$ cat config.mk
export PLATFORM = sky130hd
export DESIGN_NAME = qft_run_controller
export DESIGN_NICKNAME = d
export VERILOG_FILES = /design/src/rtl/qft_run_controller.sv
export SDC_FILE = /design/constraint.sdc
export NUM_CORES = 1
export LEC_CHECK = 0
export ABC_AREA = 1
export CORE_MARGIN = 2
export CORE_UTILIZATION = 52
export CTS_BUF_LIST = sky130_fd_sc_hd__clkbuf_8
export CTS_CLUSTER_DIAMETER = 30
export DETAILED_ROUTE_END_ITERATION = 10
export GPL_ROUTABILITY_DRIVEN = 0
export PLACE_DENSITY_LB_ADDON = 0.2
export SYNTH_ARGS = -nofsm -noshare
export SYNTH_HDL_FRONTEND = slang
export SYNTH_SLANG_ARGS = --single-unit
export TNS_END_PERCENT = 100
$ cat constraint.sdc
create_clock -name clk -period 1.7 [get_ports clk]
set_input_delay 0.17 -clock clk [delete_from_list [all_inputs] [get_ports clk]]
set_output_delay 0.17 -clock clk [all_outputs]
set_load 0.005 [all_outputs]
$ cat src/rtl/qft_run_controller.sv
// qft_run_controller: sequences one QFT evaluation between the SPI register file
// and the pipelined QFT core.
//   A start request freezes the input registers and issues a one-cycle launch.
//   The controller then waits out the core latency, pulses capture into the
//   output snapshot registers, and raises a sticky done flag.
// Optional build macro: QFT_CTRL_CONTINUOUS_EN adds the cont_mode input. With
//   cont_mode high, CAPTURE goes straight back to LAUNCH.
// Ports:
//   clk, rst_n    system clock, asynchronous active-low reset
//   start         one-cycle run request (SPI write-decode strobe)
//   abort         one-cycle cancel of the run in flight
//   clear_done    one-cycle clear of done and overrun
//   cfg_latency   runtime latency override; 0 selects PIPE_LATENCY
//   cont_mode     (QFT_CTRL_CONTINUOUS_EN only) keep relaunching after capture
//   in_freeze     high while busy; blocks SPI input-register writes
//   launch        one-cycle valid into the QFT pipeline
//   capture       one-cycle load enable for the output snapshot registers
//   busy          high in any state other than IDLE
//   done          sticky; set the cycle after capture
//   overrun       sticky; a start arrived while busy
//   status        {busy, done, overrun, 1'b0, run_cnt[3:0]}
module qft_run_controller #(
  parameter int unsigned PIPE_LATENCY = 6,
  parameter int unsigned LAT_W        = 4,
  parameter int unsigned RUN_W        = 4
) (
  input  logic             clk,
  input  logic             rst_n,
  input  logic             start,
  input  logic             abort,
  input  logic             clear_done,
  input  logic [LAT_W-1:0] cfg_latency,
`ifdef QFT_CTRL_CONTINUOUS_EN
  input  logic             cont_mode,
`endif
  output logic             in_freeze,
  output logic             launch,
  output logic             capture,
  output logic             busy,
  output logic             done,
  output logic             overrun,
  output logic [7:0]       status
);

  typedef enum logic [1:0] {
    S_IDLE    = 2'd0,
    S_LAUNCH  = 2'd1,
    S_WAIT    = 2'd2,
    S_CAPTURE = 2'd3
  } state_t;

  state_t           state, state_nxt;
  logic [LAT_W-1:0] lat_q;
  logic [LAT_W-1:0] cnt;
  logic [RUN_W-1:0] run_cnt;
  logic [LAT_W-1:0] eff_lat;
  logic             cont_go;
  logic             accept;

  // Effective latency; sampled only on entry to LAUNCH.
  assign eff_lat = (cfg_latency == '0) ? LAT_W'(PIPE_LATENCY) : cfg_latency;

`ifdef QFT_CTRL_CONTINUOUS_EN
  assign cont_go = cont_mode;
`else
  assign cont_go = 1'b0;
`endif

  // A start is accepted only from IDLE, and a coincident abort vetoes it.
  assign accept = (state == S_IDLE) && start && !abort;

  // Next-state decode.
  always_comb begin
    state_nxt = state;
    unique case (state)
      S_IDLE:    if (accept) state_nxt = S_LAUNCH;
      S_LAUNCH:  begin
        if (abort)                      state_nxt = S_IDLE;
        else if (lat_q == LAT_W'(1))    state_nxt = S_CAPTURE;
        else                            state_nxt = S_WAIT;
      end
      S_WAIT:    begin
        if (abort)                      state_nxt = S_IDLE;
        else if (cnt == LAT_W'(1))      state_nxt = S_CAPTURE;
      end
      S_CAPTURE: state_nxt = cont_go ? S_LAUNCH : S_IDLE;
      default:   state_nxt = S_IDLE;
    endcase
  end

  // State, counters and registered outputs.
  always_ff @(posedge clk or negedge rst_n) begin
    if (!rst_n) begin
      state     <= S_IDLE;
      lat_q     <= '0;
      cnt       <= '0;
      run_cnt   <= '0;
      launch    <= 1'b0;
      capture   <= 1'b0;
      busy      <= 1'b0;
      in_freeze <= 1'b0;
      done      <= 1'b0;
      overrun   <= 1'b0;
    end else begin
      state     <= state_nxt;
      launch    <= (state_nxt == S_LAUNCH);
      capture   <= (state_nxt == S_CAPTURE);
      busy      <= (state_nxt != S_IDLE);
      in_freeze <= (state_nxt != S_IDLE);

      if (state_nxt == S_LAUNCH) lat_q <= eff_lat;

      if (state == S_LAUNCH)    cnt <= lat_q - LAT_W'(1);
      else if (state == S_WAIT) cnt <= cnt - LAT_W'(1);

      if (state == S_CAPTURE) run_cnt <= run_cnt + RUN_W'(1);

      // Setting done beats a coincident clear.
      if (state == S_CAPTURE)          done <= 1'b1;
      else if (clear_done || accept)   done <= 1'b0;

      // A fresh overrun event is kept even if a clear arrives with it.
      if (start && (state != S_IDLE))  overrun <= 1'b1;
      else if (clear_done)             overrun <= 1'b0;
    end
  end

  assign status = {busy, done, overrun, 1'b0, 4'(run_cnt)};

endmodule

* Word-level counts from Yosys, hierarchy flattened *
Cells that the tools add are included.

operators by class
  add/sub/neg operators = 3
  eq/ne operators = 7
  multiplexer cells = 13
  reductions and logical operators = 12

operators with widths
  cell                   count
  $mux W4                3
  $reduce_bool A2 Y1     5
  $eq A4 B1 Y1 const B   2
  $mux W2                4
  $pmux W2 S4            1
  $sub A4 B1 Y4 const B  2
  $eq A2 B2 Y1 const B   3
  $mux W1                5
  $add A4 B1 Y4 const B  1
  $eq A2 B1 Y1 const B   2
  $logic_not A4 Y1       1
  $logic_and A1 B1 Y1    3
  $logic_not A2 Y1       1
  $logic_not A1 Y1       1
  $logic_or A1 B1 Y1     1

word-level totals
  register bits = 19
  bits of input ports = 9
  output and inout port bits = 14
  logic and storage cells = 44

* Longest topological paths before layout *
Gate-level depths: netlist of run 1.

  depth after elaboration = 6
  mapped depth = 11
  depth with buffers taken out = 11

* Least setup slack after synthesis of run 1 *
Ideal clock, no wire load.

  kind = register -> register
  from = reg state[1]
  to = reg lat_q[0]
  library setup time = 117 ps
  data arrival time = 1,280 ps
  required time = 1,583 ps
  setup slack = 303 ps
  cell stages (with the launch flop) = 9
  path buffers = 0
  period minus slack after synthesis = 1,397 ps
  cell sequence = dfrtp_1 > inv_1 > ha_1 > inv_1 > nand2_2 > a21oi_4 > nand2_4 > nand2_1 > nand2_1

between the ends
  longest elaborated chain between the ends = 6
  elaborated cells on any way between the ends = 11
  classes of those cells = eq/ne (4); mux (4); reduce/logical (3)

RTL lines
  element                           RTL line  text
  from (decl)                       52        state_t state, state_nxt;
  from (signal assigned)            105       state <= state_nxt;
  $logic_not A2 Y1                  70, 75
  $logic_and A1 B1 Y1 (2 in a row)  70        assign accept = (state == S_IDLE) && start && !abort;
  $mux W2                           76        S_IDLE: if (accept) state_nxt = S_LAUNCH;
  $pmux W2 S4 (*)                   75        unique case (state)
  $eq A2 B1 Y1 (*)                  111       if (state_nxt == S_LAUNCH) lat_q <= eff_lat;
  to (signal assigned)              111
  to (decl)                         53        logic [LAT_W-1:0] lat_q;

Mark *: on every way between the ends. The rest lies on a longest branch, timed or not.
A chain may end at the register's enable or synchronous reset.

* Worst setup path in the final report of run 1 *
  from = reg state[0]
  to = reg lat_q[2]

between the ends
  longest elaborated chain between the ends = 6
  elaborated cells on any way between the ends = 11
  classes of those cells = eq/ne (4); mux (4); reduce/logical (3)

RTL lines
  element                           RTL line
  $logic_not A2 Y1                  70, 75
  $logic_and A1 B1 Y1 (2 in a row)  70
  $mux W2                           76
  $pmux W2 S4 (*)                   75
  net state_nxt[0]                  52
  $eq A2 B1 Y1 (*)                  111

The timed path passes the listed nets; every way through them passes the cells marked *.

==> results of run 1 <==
## path summary, 6_finish.rpt
| kind | startpoint | endpoint | slack, ps | cells past startpoint |
|---|---|---|---|---|
| hold / removal | rst_n | run_cnt[3] | 240 | 2 |
| setup / recovery | state[0] | lat_q[2] | 140 | 8 |
| hold reg to reg | run_cnt[3] | run_cnt[3] | 480 | 1 |
| max in group asynchronous | rst_n | cnt[1] | 1260 | 2 |
| min in group clk | run_cnt[3] | run_cnt[3] | 480 | 1 |
| setup reg to reg | state[0] | lat_q[2] | 140 | 8 |
## sequential cells by signal, indices dropped and copies added (netlist names), 2 cells and up
| signal | flops |
|---|---|
| cnt | 4 |
| lat_q | 4 |
| run_cnt | 4 |
| state | 2 |
## what timing repair did
action                                  CTS  global route
resized for setup                         0             2
endpoints found under the setup margin    0             6
setup buffers                             0             3
## critical path: stages, from the launching register on
cell,delay [ps]
dfrtp_1,390
inv_1,110
ha_1,230
nand3_1,100
inv_1,60
o21ai_0,210
nand2_2,160
nand3_1,120
nand2_1,60
## stage by stage
step	utilization	cell area, um^2	TNS, ps	setup slack, ps
2_1_floorplan	-	1080	0	303
3_3_place_gp	0.665	1310	0	177
3_5_place_dp	0.665	1310	0	127
4_1_cts	0.689	1350	0	108
5_1_grt	0.702	1380	-4.89	-4.89
6_report	0.702	1380	0	144
## cell type report
class	count	share of cell area
multi-input cells	85	0.359
flip-flops and latches	19	0.345
clock buffers	3	0.0300
clock inverters	1	0.00364
repair buffers	26	0.180
inverters	21	0.0573
well taps	27	0.0245
## cells by family after synthesis
kind of cell / Yosys count
other: 1
adders and majority gates: 10
and+or+nand+nor: 58
AOI/OAI and AO/OA: 12
DFF: 19
xor gates and xnor gates: 4
buffers and inverters: 26
## power by group through the flow
stage / clock network [W] / logic, W / registers, W
3_3_place_gp: 0 / 0.00118 / 0.000813
5_1_grt: 0.000350 / 0.00145 / 0.000849
3_5_place_dp: 0 / 0.00122 / 0.000827
6_report: 0.000309 / 0.00127 / 0.000818
4_1_cts: 0.000312 / 0.00124 / 0.000819
2_1_floorplan: 0 / 0.000833 / 0.000798
## per-layer routing
metal / vias up / share of wire / GRT usage
met1: 394 / 0.44 / 0.233
li1: 451 / - / -
met5: - / 0 / 0
met3: 4 / 0.052 / 0.0364
met4: 0 / 0.015 / 0.0833
met2: 21 / 0.49 / 0.342
## cell usage after synthesis
cell / number / share of area
xor2_1: 2 / 0.016
inv_1: 21 / 0.073
nand2_2: 2 / 0.012
a21oi_4: 1 / 0.015
ha_1: 10 / 0.12
buf_4: 5 / 0.035
nor2_1: 11 / 0.038
a21oi_1: 2 / 0.0092
nand2_1: 32 / 0.11
nand3_1: 9 / 0.042
nor3_1: 1 / 0.0046
xnor2_1: 2 / 0.016
o21ai_0: 5 / 0.023
o211ai_1: 1 / 0.0069
o22ai_1: 1 / 0.0058
o31ai_1: 1 / 0.0069
dfrtp_1: 19 / 0.44
nand2_4: 1 / 0.010
nand4_1: 2 / 0.012
o21a_1: 1 / 0.0069
conb_1: 1 / 0.0035
==> summary.md, run 1 <==
| Metric | Value |
|---|---|
| Mux contribution to synthesized area | 0 |
| Die width | roughly 50 um |
| Highest Clock Rate | 643 MHz |
| Clk sink count | 19 |
| Vias in the first global route | 871 |
| Largest family of logic cells by synthesized area | simple AND/OR/NAND/NOR gates |
| Hold_buf cts | 0 |
| Clock transition at the registers of the reported paths | 70 ps |
| Min Hold Slack | 241 ps |
| H-tree depth | 1 |
| Inst Count DP | 175 |
| XOR/XNOR Fraction of Synth Area | 0.0323 |
| Pin count of the biggest net entering global routing | 20 |
| Simple-Gate Fraction of Synth Area | 0.229 |
| Final nets | 175 |
| Dpl hpwl | 1.56 mm |
| Synth-to-Final Area Change | 27.0% |
| N_diodes | 0 |
| Vias | 870 |
| Hold Fails Final Rpt | 0 |
| Most common library cell in the layout ignoring fill and taps | nand2_1 |
| Sequential area share after synthesis | 0.439 |
| Fin cells | 182 |
| Sequential Power Share | 0.341 |
| Total core area | 1960 um^2 |
| Syn Inst Count | between 100 and 150 |
| Post-synthesis cell area | 1080 um^2 |
| CTS root buffer | clkbuf_8 |
| Library cells used by synthesis | 21 |
| Gr usage total | 0.196 |
| NetSw | 0.000977 W |
| # fillers | around 170 |
| Sw Ratio | 0.407 |
| Multi-input logic area | 494 um^2 |
| Total power | 0.00240 W |
| Critical Path RT | ~1900 ps |
| Post-DRT Antenna Nets | 0 |
| Outcome | finished clean |
| Worst Skew | 1.75 ps |
| Share of cells above drive strength 1 | 0.0968 |
| Die Ht | 49.6 um |
| CTS Buf Count | 3 |
| Gr ovfl total | 0 |
| Final period utilization | 0.915 |
| Area share of fa/ha/maj cells after synthesis | 0.115 |
| Maxcap violations | 0 |
| Synth Warn # | 0 |
| Syn Area/Cell | 8.33 um^2 |
| Pins Over Slew Limit | 0 |
| WP data arrival | roughly 1700 ps |
| Register bit total from synthesis | 19 |
| Reg area | 475 um^2 |
| Setup-failing EPs final | 0 |
| Post-layout min period | 1560 ps |
| Kind of critical path | reg2reg |
| Compound-Gate Fraction of Synth Area | 0.0739 |
| CTS tree | done |
| Initial Util | 0.552 |
| Routed wire length | slightly below 2 mm |
| CP Max Fanout | 7 |
| Comb pwr share | 0.530 |
| Initial DRC count | 4 |
| Hold Path Class | in2async |
| Internal power | 0.00142 W |
| DRC | 0 |
| Initial antenna violation count | 0 |
| Most frequent cells in the layout | nand2_1, clkdlybuf4s50_1, inv_1, dfrtp_1, nor2_1 |
| Crit. End Element | register |
| Rows | 16 |
| First-pass GRT wire length | 3.66 mm |
| Leak | 0.725 nW |
| DR WL/cell | ~11 um |
| Syn nets | roughly 150 |
| DIE AREA | 2460 um^2 |
| Clk_lat worst skew | between 200 and 300 ps |
| Top-Level Pins | 23 |
| Pre-Repair DR Iteration Count | 4 |
| Startpoint types | register |
| Vias per cell | 4.78 |
| Clock power frac | 0.129 |
| Clock Tree Buf Depth | 2 |
| Worst VDD drop | 0.000933 V |
| I/O Buffers | 21 |
| Power Density | 1740 nW/um^2 |
(Power assumes the default switching activity.)
==> run 2, diff against run 1 <==
--- a/config.mk
+++ b/config.mk
@@ -10,6 +10,7 @@
 export CORE_UTILIZATION = 52
 export CTS_BUF_LIST = sky130_fd_sc_hd__clkbuf_8
 export CTS_CLUSTER_DIAMETER = 30
+export CTS_CLUSTER_SIZE = 40
 export DETAILED_ROUTE_END_ITERATION = 10
 export GPL_ROUTABILITY_DRIVEN = 0
 export PLACE_DENSITY_LB_ADDON = 0.2
==> results of run 2 <==
No change in the layout: final DEF, timing and power equal those of run 1.
